[src/rtl/imem_loader_pkg.sv]
// Shared definitions for the instruction-memory loader.
//   HDR_BYTE : frame start marker.
//   CNT_W    : width of the frame word count and of the word index.
//   state_t  : loader FSM states.
package imem_loader_pkg;

  localparam logic [7:0] HDR_BYTE = 8'hA5;
  localparam int         CNT_W    = 16;

  typedef enum logic [2:0] {
    S_IDLE   = 3'd0,
    S_LEN_LO = 3'd1,
    S_LEN_HI = 3'd2,
    S_DATA   = 3'd3,
    S_WRITE  = 3'd4,
    S_CSUM   = 3'd5
  } state_t;

endpackage

[src/rtl/imem_loader_word_assembler.sv]
// Byte-to-word assembler for the loader data phase.
// Ports:
//   clk, reset  : clock, asynchronous active-low reset
//   clear       : start of a new frame; zeroes index, partial word, checksum
//   take        : a data byte is accepted this cycle
//   byte_in     : the data byte
//   byte_idx    : position (0..3) the next data byte will occupy
//   word_next   : the word as it stands including byte_in (valid when byte_idx==3)
//   csum        : XOR of all data bytes accepted since clear
module imem_loader_word_assembler (
  input  logic        clk,
  input  logic        reset,
  input  logic        clear,
  input  logic        take,
  input  logic [7:0]  byte_in,
  output logic [1:0]  byte_idx,
  output logic [31:0] word_next,
  output logic [7:0]  csum
);

  // Only the three most recent bytes need storing; the fourth arrives
  // on byte_in in the same cycle the word is consumed.
  logic [23:0] partial;

  // Little-endian: each new byte enters at the top and older bytes shift
  // down, so the first byte of a word ends up in [7:0].
  assign word_next = {byte_in, partial};

  always_ff @(posedge clk or negedge reset) begin
    if (!reset) begin
      partial  <= '0;
      byte_idx <= '0;
      csum     <= '0;
    end else if (clear) begin
      partial  <= '0;
      byte_idx <= '0;
      csum     <= '0;
    end else if (take) begin
      partial  <= word_next[31:8];
      byte_idx <= byte_idx + 2'd1;
      csum     <= csum ^ byte_in;
    end
  end

endmodule

[src/rtl/imem_loader.sv]
// Boot loader: receives a framed byte stream and writes it into
// instruction memory while holding the CPU in reset.
// Frame: A5, N low, N high, 4*N data bytes (little-endian words), XOR checksum.
// Ports:
//   clk, reset          : clock, asynchronous active-low reset
//   in_valid/in_ready   : byte stream handshake, in_data is the byte
//   wr_valid/wr_ready   : memory write handshake, wr_addr/wr_data payload
//   cpu_hold            : keeps the core in reset until a good frame lands
//   busy, done, error   : frame in progress, good-frame pulse, sticky error
//   state               : current FSM state (debug visibility)
// Handshakes: a transfer happens on a rising edge where valid and ready are
// both high; the source holds its payload stable while valid && !ready.
module imem_loader
  import imem_loader_pkg::*;
#(
  parameter logic [31:0] BASE_ADDR = 32'h0000_0000,
  parameter int          MAX_WORDS = 256
) (
  input  logic        clk,
  input  logic        reset,
  input  logic        in_valid,
  input  logic [7:0]  in_data,
  output logic        in_ready,
  output logic        wr_valid,
  input  logic        wr_ready,
  output logic [31:0] wr_addr,
  output logic [31:0] wr_data,
  output logic        cpu_hold,
  output logic        busy,
  output logic        done,
  output logic        error,
  output logic [2:0]  state
);

  localparam logic [CNT_W:0] MAX_W = MAX_WORDS[CNT_W:0];

  state_t             state_q;
  logic [CNT_W-1:0]   n_words;
  logic [CNT_W-1:0]   word_idx;
  logic [CNT_W:0]     idx_next;
  logic [CNT_W-1:0]   n_full;
  logic               accept;
  logic               asm_clear;
  logic               asm_take;
  logic [1:0]         byte_idx;
  logic [31:0]        word_next;
  logic [7:0]         csum;

  assign in_ready  = (state_q != S_WRITE);
  assign busy      = (state_q != S_IDLE);
  assign state     = state_q;
  assign accept    = in_valid && in_ready;
  assign asm_clear = (state_q == S_IDLE) && accept && (in_data == HDR_BYTE);
  assign asm_take  = (state_q == S_DATA) && accept;
  // Full count as seen while the high byte is on the bus.
  assign n_full    = {in_data, n_words[7:0]};
  // One extra bit so the last-word comparison cannot wrap.
  assign idx_next  = {1'b0, word_idx} + 1'b1;

  imem_loader_word_assembler u_word_assembler (
    .clk       (clk),
    .reset     (reset),
    .clear     (asm_clear),
    .take      (asm_take),
    .byte_in   (in_data),
    .byte_idx  (byte_idx),
    .word_next (word_next),
    .csum      (csum)
  );

  always_ff @(posedge clk or negedge reset) begin
    if (!reset) begin
      state_q  <= S_IDLE;
      n_words  <= '0;
      word_idx <= '0;
      wr_valid <= 1'b0;
      wr_addr  <= '0;
      wr_data  <= '0;
      cpu_hold <= 1'b1;
      done     <= 1'b0;
      error    <= 1'b0;
    end else begin
      done <= 1'b0;
      case (state_q)
        S_IDLE: begin
          // Anything other than the header is line noise and is dropped.
          if (accept && in_data == HDR_BYTE) begin
            state_q  <= S_LEN_LO;
            cpu_hold <= 1'b1;
            error    <= 1'b0;
            word_idx <= '0;
          end
        end
        S_LEN_LO: begin
          if (accept) begin
            n_words <= {8'h00, in_data};
            state_q <= S_LEN_HI;
          end
        end
        S_LEN_HI: begin
          if (accept) begin
            n_words <= n_full;
            if ({1'b0, n_full} > MAX_W) begin
              error   <= 1'b1;
              state_q <= S_IDLE;
            end else if (n_full == '0) begin
              state_q <= S_CSUM;
            end else begin
              state_q <= S_DATA;
            end
          end
        end
        S_DATA: begin
          if (asm_take && byte_idx == 2'd3) begin
            wr_data  <= word_next;
            wr_addr  <= BASE_ADDR + {14'b0, word_idx, 2'b00};
            wr_valid <= 1'b1;
            state_q  <= S_WRITE;
          end
        end
        S_WRITE: begin
          // in_ready is low here, so the stream stalls until memory accepts.
          if (wr_ready) begin
            wr_valid <= 1'b0;
            word_idx <= idx_next[CNT_W-1:0];
            state_q  <= (idx_next < {1'b0, n_words}) ? S_DATA : S_CSUM;
          end
        end
        S_CSUM: begin
          if (accept) begin
            if (in_data == csum) begin
              done     <= 1'b1;
              cpu_hold <= 1'b0;
            end else begin
              error <= 1'b1;
            end
            state_q <= S_IDLE;
          end
        end
        default: state_q <= S_IDLE;
      endcase
    end
  end

endmodule

[config.mk]
export PLATFORM = sky130hd
export DESIGN_NAME = imem_loader
export DESIGN_NICKNAME = d
export VERILOG_FILES = /design/src/rtl/imem_loader_pkg.sv /design/src/rtl/imem_loader_word_assembler.sv /design/src/rtl/imem_loader.sv
export SDC_FILE = /design/constraint.sdc
export NUM_CORES = 1
export LEC_CHECK = 0
export CELL_PAD_IN_SITES_DETAIL_PLACEMENT = 1
export CELL_PAD_IN_SITES_GLOBAL_PLACEMENT = 1
export CORE_ASPECT_RATIO = 0.75
export CORE_MARGIN = 4
export CORE_UTILIZATION = 43
export CTS_CLUSTER_DIAMETER = 200
export CTS_CLUSTER_SIZE = 10
export DETAILED_ROUTE_END_ITERATION = 8
export PLACE_DENSITY_LB_ADDON = 0.3
export SLEW_MARGIN = 20
export SYNTH_ARGS = -nofsm -noshare
export SYNTH_HDL_FRONTEND = slang
export SYNTH_HIERARCHICAL = 1
export SYNTH_SLANG_ARGS = --single-unit
export TNS_END_PERCENT = 5
[constraint.sdc]
create_clock -name clk -period 3.1 [get_ports clk]
set_input_delay 0.465 -clock clk [delete_from_list [all_inputs] [get_ports clk]]
set_output_delay 0.465 -clock clk [all_outputs]
set_load 0.01 [all_outputs]
Yosys cells after proc, flatten, opt, wreduce, memory -nomap -nowiden
Index checks and enable logic that the tools add are counted.

Bits in registers: 121. Word-level logic and storage cells: 98.

$add $sub $neg: 2. Order comparisons: 2. Eq/ne operators: 18. Multiplexer cells: 38. Bitwise operators: 2. Reductions and logical operators: 23.

Operators by type and width (count): 16-bit two-way mux (4); 16-bit one-hot mux with 2 select lines (2); 24-bit two-way mux (2); 3-bit two-way mux (9); 3-bit one-hot mux with 6 select lines (1); 16-bit by 1-bit adder with 17-bit output (second input constant) (1); 17-bit by 16-bit < comparator with 1-bit output (1); 16-bit by 9-bit > comparator with 1-bit output (second input constant) (1); 16-bit zero test (1); 8-bit two-way mux (2); 2-bit != test (second input constant) (7); 1-bit two-way mux (13); 3-bit AND reduction (4); 6-bit AND reduction (2); 2-bit nonzero test (5); 8-bit equality test (1); 8-bit equality test (second input constant) (1); 8-bit bitwise XOR (1); 3-bit by 2-bit equality test with 1-bit output (second input constant) (2); 3-bit equality test (second input constant) (2); 1-bit logical AND (6); 3-bit nonzero test (2); 2-bit two-way mux (2); 2-bit by 1-bit != test with 1-bit output (second input constant) (2); other kinds (10) (11).

Logic depth before layout (Yosys ltp)
Gate-level depths: netlist of the first run.

Word-level depth: 6. Gate-level depth with buffers: 11. Depth with buffers taken out: 11.

Cells and area by module
Netlist of the first run, hierarchy kept.

Modules (own cells, without submodules): imem_loader (instances 1, cells an instance 411, area each 4425.5 um^2); imem_loader_word_assembler (instances 1, cells an instance 128, area each 1550.2 um^2).

Worst setup path after synthesis of the first run
OpenSTA, ideal clock, no wires.

Kind: flip-flop to flip-flop. Start point: reg word_idx[0]. End point: reg state_q[2], in the netlist state[2]. Arrival time: 2.564 ns. Data required time: 2.967 ns. Slack: 0.404 ns. Cell stages (with the launch flop): 12. Period minus slack after synthesis: 2.696 ns. Cells stage by stage: dfrtp_1 > ha_1 > nand2_1 > nor3_1 > nand3_1 > xnor2_1 > ha_1 > a211oi_1 > o21bai_1 > a211oi_1 > o221a_2 > o211ai_1.

Word-level cells in the longest chain between the ends: 5.

Ends and longest elaborated chain: from (decl) (RTL line imem_loader.sv:39) `logic [CNT_W-1:0] word_idx;`; from (signal assigned) (RTL line imem_loader.sv:125) `word_idx <= idx_next[CNT_W-1:0];`; 16-bit by 1-bit adder with 17-bit output (RTL line imem_loader.sv:58) `assign idx_next = {1'b0, word_idx} + 1'b1;`; 17-bit by 16-bit < comparator with 1-bit output (RTL line imem_loader.sv:126) `state_q <= (idx_next < {1'b0, n_words}) ? S_DATA : S_CSUM;`; 3-bit two-way mux (RTL line imem_loader.sv:126); 3-bit two-way mux (RTL line imem_loader.sv:123) `if (wr_ready) begin`; 3-bit one-hot mux with 6 select lines (RTL line imem_loader.sv:84) `case (state_q)`; to (signal assigned) (RTL line imem_loader.sv:126); to (decl) (RTL line imem_loader.sv:37) `state_t state_q;`.

Every way passes these cells. The select of a mux whose other input is x is not followed. A chain may end at the register's enable or synchronous reset.

Worst setup path after layout of the first run
Start point: reg word_idx[0]. End point: reg state_q[1], in the netlist state[1].

The elaborated chain is that of the path after synthesis.

==> results of run 1 <==
kinds of logic (layout without fill, tap and decap cells):
kind of cell / count (synthesis) / after routing
xor gates and xnor gates: 23 / 23
DFF: 121 / 121
and+or+nand+nor: 129 / 129
other: 1 / 16
AOI/OAI and AO/OA: 103 / 103
adders and majority gates: 16 / 16
buffers and inverters: 72 / 139
muxes: 74 / 74
where the power goes:
group | leakage, uW | switching, uW | total (uW) | internal (uW)
combinational | 0.00145 | 953 | 1990 | 1030
clock | 0.000288 | 830 | 1990 | 1160
sequential | 0.00159 | 440 | 2540 | 2100
total | 0.00333 | 2220 | 6520 | 4300
per-layer routing:
| layer | wire (microns) | vias up | GRT usage |
|---|---|---|---|
| met1 | 7550 | 2315 | 0.294 |
| met2 | 7200 | 107 | 0.319 |
| met5 | 0 | - | 0 |
| met3 | 710 | 18 | 0.0474 |
| met4 | 236 | 0 | 0.0598 |
| li1 | - | 2005 | - |
sequential cells by signal, indices dropped and copies added (netlist names):
name	flops
wr_data	32
wr_addr	16
n_words	16
cpu_hold	1
done	1
u_word_assembler/csum	8
word_idx	16
wr_valid	1
u_word_assembler/byte_idx	2
u_word_assembler/partial	24
error	1
state	3
cells in the final DEF (no fill, tap or decap), drive strengths merged, types with 3 or more instances in the layout:
master,count
a211oi,3
a21bo,9
a21oi,16
a22o,7
a2bb2oi,6
a31oi,3
buf,19
clkbuf,18
clkdlybuf4s50,67
clkinv,3
conb,16
dfrtp,120
ha,16
inv,30
mux2,50
mux2i,24
nand2,37
nand3,10
nand3b,11
nand4,6
nor2,39
nor3,6
nor4,6
o21ai,36
o21bai,3
o22ai,3
o31ai,7
or4,3
xnor2,16
xor2,7
cell type report:
cell class | count | area (sq um) | area share
sequential | 121 | 3030 | 0.407
multi-input combinational | 361 | 2660 | 0.357
timing repair buffer | 86 | 863 | 0.116
clock buffer | 18 | 439 | 0.0591
tap | 175 | 219 | 0.0294
clock inverter | 14 | 153 | 0.0205
inverter | 21 | 78.8 | 0.0106
worst max path at each step:
| stage | from | to | slack (ns) | cells after the start |
|---|---|---|---|---|
| 2_1_floorplan | word_idx[0]$_DFFE_PN0P_ | state[2]$_DFFE_PN0P_ | 0.40 | 11 |
| 3_3_place_gp | in_data[6] | state[2]$_DFFE_PN0P_ | 0.34 | 6 |
| 3_5_place_dp | word_idx[0]$_DFFE_PN0P_ | state[1]$_DFFE_PN0P_ | 0.23 | 11 |
| 4_1_cts | word_idx[0]$_DFFE_PN0P_ | state[2]$_DFFE_PN0P_ | 0.12 | 11 |
| 5_1_grt | word_idx[0]$_DFFE_PN0P_ | state[1]$_DFFE_PN0P_ | 0.02 | 11 |
| 6_report | word_idx[0]$_DFFE_PN0P_ | state[1]$_DFFE_PN0P_ | 0.26 | 11 |
stage by stage:
stage	utilization	power, uW	instances
after global routing	0.545	6900	796
after CTS	0.542	6540	796
after global placement	0.499	4370	764
after detailed placement	0.499	4490	764
after floorplan	-	3610	554
final	0.545	6520	796
==> metrics.md, run 1 <==
| Metric | Value |
|---|---|
| Mapped Cells | 539 |
| Critical Path Max Stage Delay | 0.43 ns |
| Synth Register Bits | 121 |
| Share of the synthesized area in the top cell type | 0.503 |
| Asr flop ratio synth | 1.00 |
| Largest net degree at the start of global routing | 79 |
| CTS tree | yes |
| WP buf/inv | 1 |
| H-tree Lvls | 4 |
| Fin Clk Skew | 0.00833 ns |
| Synth Cell Area | 5980 sq um |
| Slowest cell on the critical path | dfrtp_1 |
| IO Count | 85 |
| Synth top area cells | dfrtp_1, mux2_2, mux2i_1, ha_1, buf_4 |
| Final setup margin | 0.255 ns |
| Post-route minimum period | 2.84 ns |
| Vias per Instance | 5.58 |
| Layout cells sized above 1 | 0.203 |
| Commonest cells in the synthesized netlist | dfrtp_1, mux2_2, nor2_1 |
| Fin nets | 636 |
| Syn. warnings | 6 |
| Maximum clock path buffer count | 2 |
| Die Area | 15,900 sq um |
| Remaining DRCs | 0 |
| Reg2reg setup slack | 0.26 ns |
| Most used DFF post-synth | dfrtp_1 |
| Num CTS Buffers | 17 |
| Synth Area in Simple Gates | 0.105 |
| Sequential area share after synthesis | 0.507 |
| Status | completed |
| Port Buffers | 68 |
| Synth cell types | 54 |
| Crit path max-delay family | compound AO/OA/AOI/OAI gates |
| Reg clk slew, reported paths | 0.06 ns |
| Row count | 37 |
| Pleak | 0.00333 uW |
| Final wirelength | 15.7 mm |
| R2r endpoint | state[1]$_DFFE_PN0P_ |
| Root buf cell | clkbuf_16 |
| Post-route ant nets | 0 |
| Total gr overflow | 0 |
| Post-layout instance area | 7440 sq um |
| Worst hold slack | 0.0417 ns |
| Core ar. | 13,700 sq um |
| First-pass GRT wire length | 25.5 mm |
| Final period util | 0.918 |
| Dpl cell area | 6810 sq um |
| Peak supply drop | 0.450 mV |
| Post-Syn Area per Cell | 11.1 sq um |
| Overall global routing resource usage | 0.207 |
| Critical Path Start Type | flip-flop |
| RSZ-0062 raised after global routing | no |
| Synth Area in Compound Gates | 0.119 |
| Slew Viols, Final | 0 |
| Class of the worst hold path | input port to asynchronous set/reset pin |
| Initial DRC Count | 320 |
| Sink Count | 121 |
| Max Cap Viol | 0 |
| WL per Instance | 19.7 microns |
| HPWL Detailed | 10.5 mm |
| CTS Hold Buffers Added | 0 |
| Setup_tns | 0 ns |
| Pre-CTS WS | 0.226 ns |
| Rel. slew slack | 0.602 |
| Combinational family with the most area after synthesis | multiplexers |
| DR pass1 iterations | 4 |
| Antenna cells | 0 |
| Fillcell total | 1,435 |
| Clock latency on the worst-skew pair | 0.42 ns |
| Starting Density | 0.438 |
| Vias in the first global route | 4,763 |
| CP max FO | 6 |
| Synth Area in Adders | 0.0335 |
| Pwr dens | 876 nW/um^2 |
| Worst r2r path cells | 11 |
| Vias | 4,445 |
| Yosys top cell by area | dfrtp_1 |
| Arr. time, crit path | 3.18 ns |
| Number of post-CTS setup repair buffers | 0 |
| Mux contribution to synthesized area | 0.134 |
| Slew @ Worst Pin | 0.591 ns |
| Die height | 110 microns |
| Global placer's final weighted congestion | 0.862 |
| CP Class | flip-flop to flip-flop |
| Post-synth EDFFs | 0 |
| Count leader, synth | dfrtp_1 |
| Cell Chain, Critical Path | ha_2 > nand2_1 > nor4_2 > buf_4 > nand3_1 > xnor2_1 > ha_1 > a21o_1 > a21oi_2 > o221ai_1 > o2111ai_1 |
| Final Hold Viols | 0 |
| Setup-failing EPs final | 0 |
| Fmax | 352 MHz |
| Crit path required time | 3.43 ns |
| Area grow syn2layout | 24.5% |
| Initial antenna violation count | 0 |
| Post-Synth XOR/XNOR Area | 0.0337 |
| Resized Gates After CTS | 0 |
| Die X | 144 microns |
| Critical Path Sink Type | flip-flop |
| Reg2reg start | word_idx[0]$_DFFE_PN0P_ |
(Power assumes the default switching activity.)
==> run 2: changes to the inputs <==
--- a/config.mk
+++ b/config.mk
@@ -5,12 +5,13 @@
 export SDC_FILE = /design/constraint.sdc
 export NUM_CORES = 1
 export LEC_CHECK = 0
+export ABC_AREA = 1
 export CELL_PAD_IN_SITES_DETAIL_PLACEMENT = 1
 export CELL_PAD_IN_SITES_GLOBAL_PLACEMENT = 1
 export CORE_ASPECT_RATIO = 0.75
 export CORE_MARGIN = 4
-export CORE_UTILIZATION = 43
-export CTS_CLUSTER_DIAMETER = 200
+export CORE_UTILIZATION = 42
+export CTS_CLUSTER_DIAMETER = 60
 export CTS_CLUSTER_SIZE = 10
 export DETAILED_ROUTE_END_ITERATION = 8
 export PLACE_DENSITY_LB_ADDON = 0.3
==> run 2 against run 1 <==
Critical path depth rose by 6. Clock skew fell by 0.0021 ns. Synthesized cell count rose by 27%. Hold slack gained 0.017 ns.
==> metrics.md, run 2 <==
| Metric | Value |
|---|---|
| Share of the synthesized area in the top cell type | 0.484 (-0.0184) |
| Number of post-CTS setup repair buffers | 0 (unchanged) |
| Final period util | 0.879 (-0.0382) |
| Layout Cells excl Fill | 973 (+22%) |
| Asr flop ratio synth | 1.00 (unchanged) |
| Slew Viols, Final | 0 (unchanged) |
| Die X | 148 microns (+2.9%) |
| Class of the worst hold path | input port to asynchronous set/reset pin |
| First-pass GRT wire length | 29.1 mm (+14%) |
| Reg clk slew, reported paths | 0.06 ns (about the same) |
| Vias in the first global route | 5,465 (+15%) |
| Initial DRC Count | 443 (+38%) |
| Layout cells sized above 1 | 0.116 (-0.0865) |
| Sequential area share after synthesis | 0.488 (-0.0186) |
| Fmax | 367 MHz (+4.3%) |
| Post-route ant nets | 0 (unchanged) |
| Slew @ Worst Pin | 0.834 ns (+0.243 ns) |
| Final Hold Viols | 0 (unchanged) |
| DR pass1 iterations | 5 (+1) |
| Post-route minimum period | 2.73 ns (-0.119 ns) |
| Row count | 38 (+2.7%) |
| Final wirelength | 17.4 mm (+11%) |
| R2r endpoint | state[1]$_DFFE_PN0P_ |
| CTS tree | yes |
| Post-synth EDFFs | 0 (unchanged) |
| Peak supply drop | 0.449 mV (about the same) |
| Global placer's final weighted congestion | 0.852 (-1.2%) |
| Core ar. | 14,500 sq um (+5.8%) |
| Most used DFF post-synth | dfrtp_1 |
| Fin Clk Skew | 0.00622 ns (-0.00211 ns) |
| Die Area | 16,800 sq um (+5.9%) |
| Post-Syn Area per Cell | 9.03 sq um (-19%) |
| HPWL Detailed | 12.7 mm (+21%) |
| Crit path required time | 3.41 ns (-0.02 ns) |
| Yosys top cell by area | dfrtp_1 |
| Most flops, register | wr_data |
| RSZ-0062 raised after global routing | no |
| Clock latency on the worst-skew pair | 0.42 ns (about the same) |
| Vias | 4,936 (+11%) |
| Critical Path Start Type | flip-flop |
| Status | completed |
| CP max FO | 5 (-1) |
| Maximum clock path buffer count | 2 (unchanged) |
| Synth cell types | 37 (-31%) |
| IO Count | 85 (unchanged) |
| Starting Density | 0.429 (-0.00837) |
| Fillcell total | 1,670 (+16%) |
| Die height | 113 microns (+2.9%) |
| Setup_tns | 0 ns (unchanged) |
| CTS Hold Buffers Added | 0 (unchanged) |
| Commonest cells in the synthesized netlist | nand2_1, dfrtp_1, inv_1 |
| Mapped Cells | 687 (+27%) |
| Area grow syn2layout | 22.1% |
| Max reg flops | 32 (unchanged) |
| Synth Cell Area | 6200 sq um (+3.8%) |
| Synth top area cells | dfrtp_1, nand2_1, mux2_4, inv_1, o21ai_0 |
| Commonest non-fill, non-tap cell in the layout | nand2_1 |
| Pleak | 0.00386 uW (+16%) |
| Fin nets | 788 (+24%) |
| Reg2reg setup slack | 0.37 ns (+0.12 ns) |
| Rel. slew slack | 0.442 (-0.160) |
| Remaining DRCs | 0 (unchanged) |
| Biggest regs | wr_data (32), u_word_assembler/partial (24) |
| CP Class | flip-flop to flip-flop |
| Resized Gates After CTS | 0 (unchanged) |
| Sink Count | 121 (unchanged) |
| Root buf cell | clkbuf_16 |
| Largest net degree at the start of global routing | 47 (-41%) |
| Pwr dens | 1060 nW/um^2 (+21%) |
| Vias per Instance | 5.07 (-9.2%) |
| Worst r2r path cells | 17 (+6) |
| Syn. warnings | 6 (unchanged) |
| Post-layout instance area | 7580 sq um (+1.9%) |
| Dpl cell area | 6960 sq um (+2.2%) |
| Num CTS Buffers | 17 (unchanged) |
| Synth Register Bits | 121 (unchanged) |
| Count leader, synth | nand2_1 |
| Port Buffers | 68 (unchanged) |
| Max Cap Viol | 0 (unchanged) |
| H-tree Lvls | 4 (unchanged) |
| Placed insts | 941 (+23%) |
| Critical Path Sink Type | flip-flop |
| Arr. time, crit path | 3.03 ns (-0.15 ns) |
| Overall global routing resource usage | 0.222 (+0.0151) |
| Reg2reg start | word_idx[4]$_DFFE_PN0P_ |
| Total gr overflow | 0 (unchanged) |
| Initial antenna violation count | 0 (unchanged) |
| WL per Instance | 17.8 microns (-9.5%) |
| Total power | 8050 uW (+24%) |
| Setup-failing EPs final | 0 (unchanged) |
| Antenna cells | 0 (unchanged) |
| Most frequent cells in the layout | nand2_1, dfrtp_1, inv_1 |
-- run 2: changes by cell type in the layout (fill, tap and decap cells not counted), moves of 10 or more --
cell	change
inv_1	+74
mux2_2	-46
mux2_4	+29
mux2i_1	-24
nand2_1	+125
nand3_1	+40
nand3b_1	-10
nand4_1	+11
o21ai_0	+17
o22ai_1	+12
xnor2_1	-14
-- run 2: critical path: stages (launching register included) --
cell and delay, ns:
dfrtp_1 0.43, inv_1 0.13, nor3_1 0.41, nand2_1 0.18, nor2_1 0.18, inv_1 0.06, nand2_1 0.07, inv_1 0.05
ha_1 0.26, nand2_1 0.08, nor2_1 0.16, nand3_1 0.10, nand3_1 0.15, nand2_1 0.10, nand3_1 0.08, nand2_1 0.06
nand2_1 0.05, nand2_1 0.05
-- run 2: per-layer routing --
metal	track usage	wire, microns	vias to the layer above	part of all wire
met1	0.310	8030	2465	0.46
met2	0.346	8080	125	0.47
met5	0	0	-	0
li1	-	-	2328	-
met3	0.0572	1060	18	0.061
met4	0.0609	182	0	0.010
-- run 2: worst max path at each step --
stage	to	start
6_report	state[1]$_DFFE_PN0P_	word_idx[4]$_DFFE_PN0P_
3_5_place_dp	state[2]$_DFFE_PN0P_	word_idx[0]$_DFFE_PN0P_
5_1_grt	state[2]$_DFFE_PN0P_	word_idx[0]$_DFFE_PN0P_
4_1_cts	state[1]$_DFFE_PN0P_	word_idx[4]$_DFFE_PN0P_
3_3_place_gp	wr_data[15]$_DFFE_PN0P_	in_valid
2_1_floorplan	state[2]$_DFFE_PN0P_	word_idx[0]$_DFFE_PN0P_
-- run 2: power breakdown --
group          total [uW]  switching (uW)  internal [uW]
combinational        3180            1760           1420
sequential           2840             557           2280
clock                2040             751           1290
total                8050            3060           4990
-- run 2: cell families after synthesis --
family	Yosys count	share of synthesized area
compound gates	83	0.0706
xor+xnor	13	0.0184
fa+ha+maj	16	0.0323
buf+inv	139	0.115
flops	121	0.488
mux	33	0.0775
other cells	1	0.000605
simple gates	281	0.197
-- run 2: per-stage QoR --
| stage | hold WS [ns] | utilization | setup slack [ns] |
|---|---|---|---|
| 2_1_floorplan | 0.169 | - | 0.900 |
| 3_3_place_gp | 0.467 | 0.482 | 0.533 |
| 3_5_place_dp | 0.472 | 0.482 | 0.387 |
| 4_1_cts | 0.0695 | 0.524 | 0.384 |
| 5_1_grt | 0.0993 | 0.524 | 0.0345 |
| 6_report | 0.0591 | 0.524 | 0.374 |
-- run 2: layout make-up --
| cell class | count | area, sq um | area share |
|---|---|---|---|
| clock buffers | 18 | 439 | 0.0580 |
| clock inverters | 14 | 174 | 0.0230 |
| inverters | 97 | 364 | 0.0481 |
| multi-input cells | 442 | 2530 | 0.334 |
| flip-flops and latches | 121 | 3030 | 0.400 |
| well taps | 200 | 250 | 0.0330 |
| repair buffers | 81 | 788 | 0.104 |
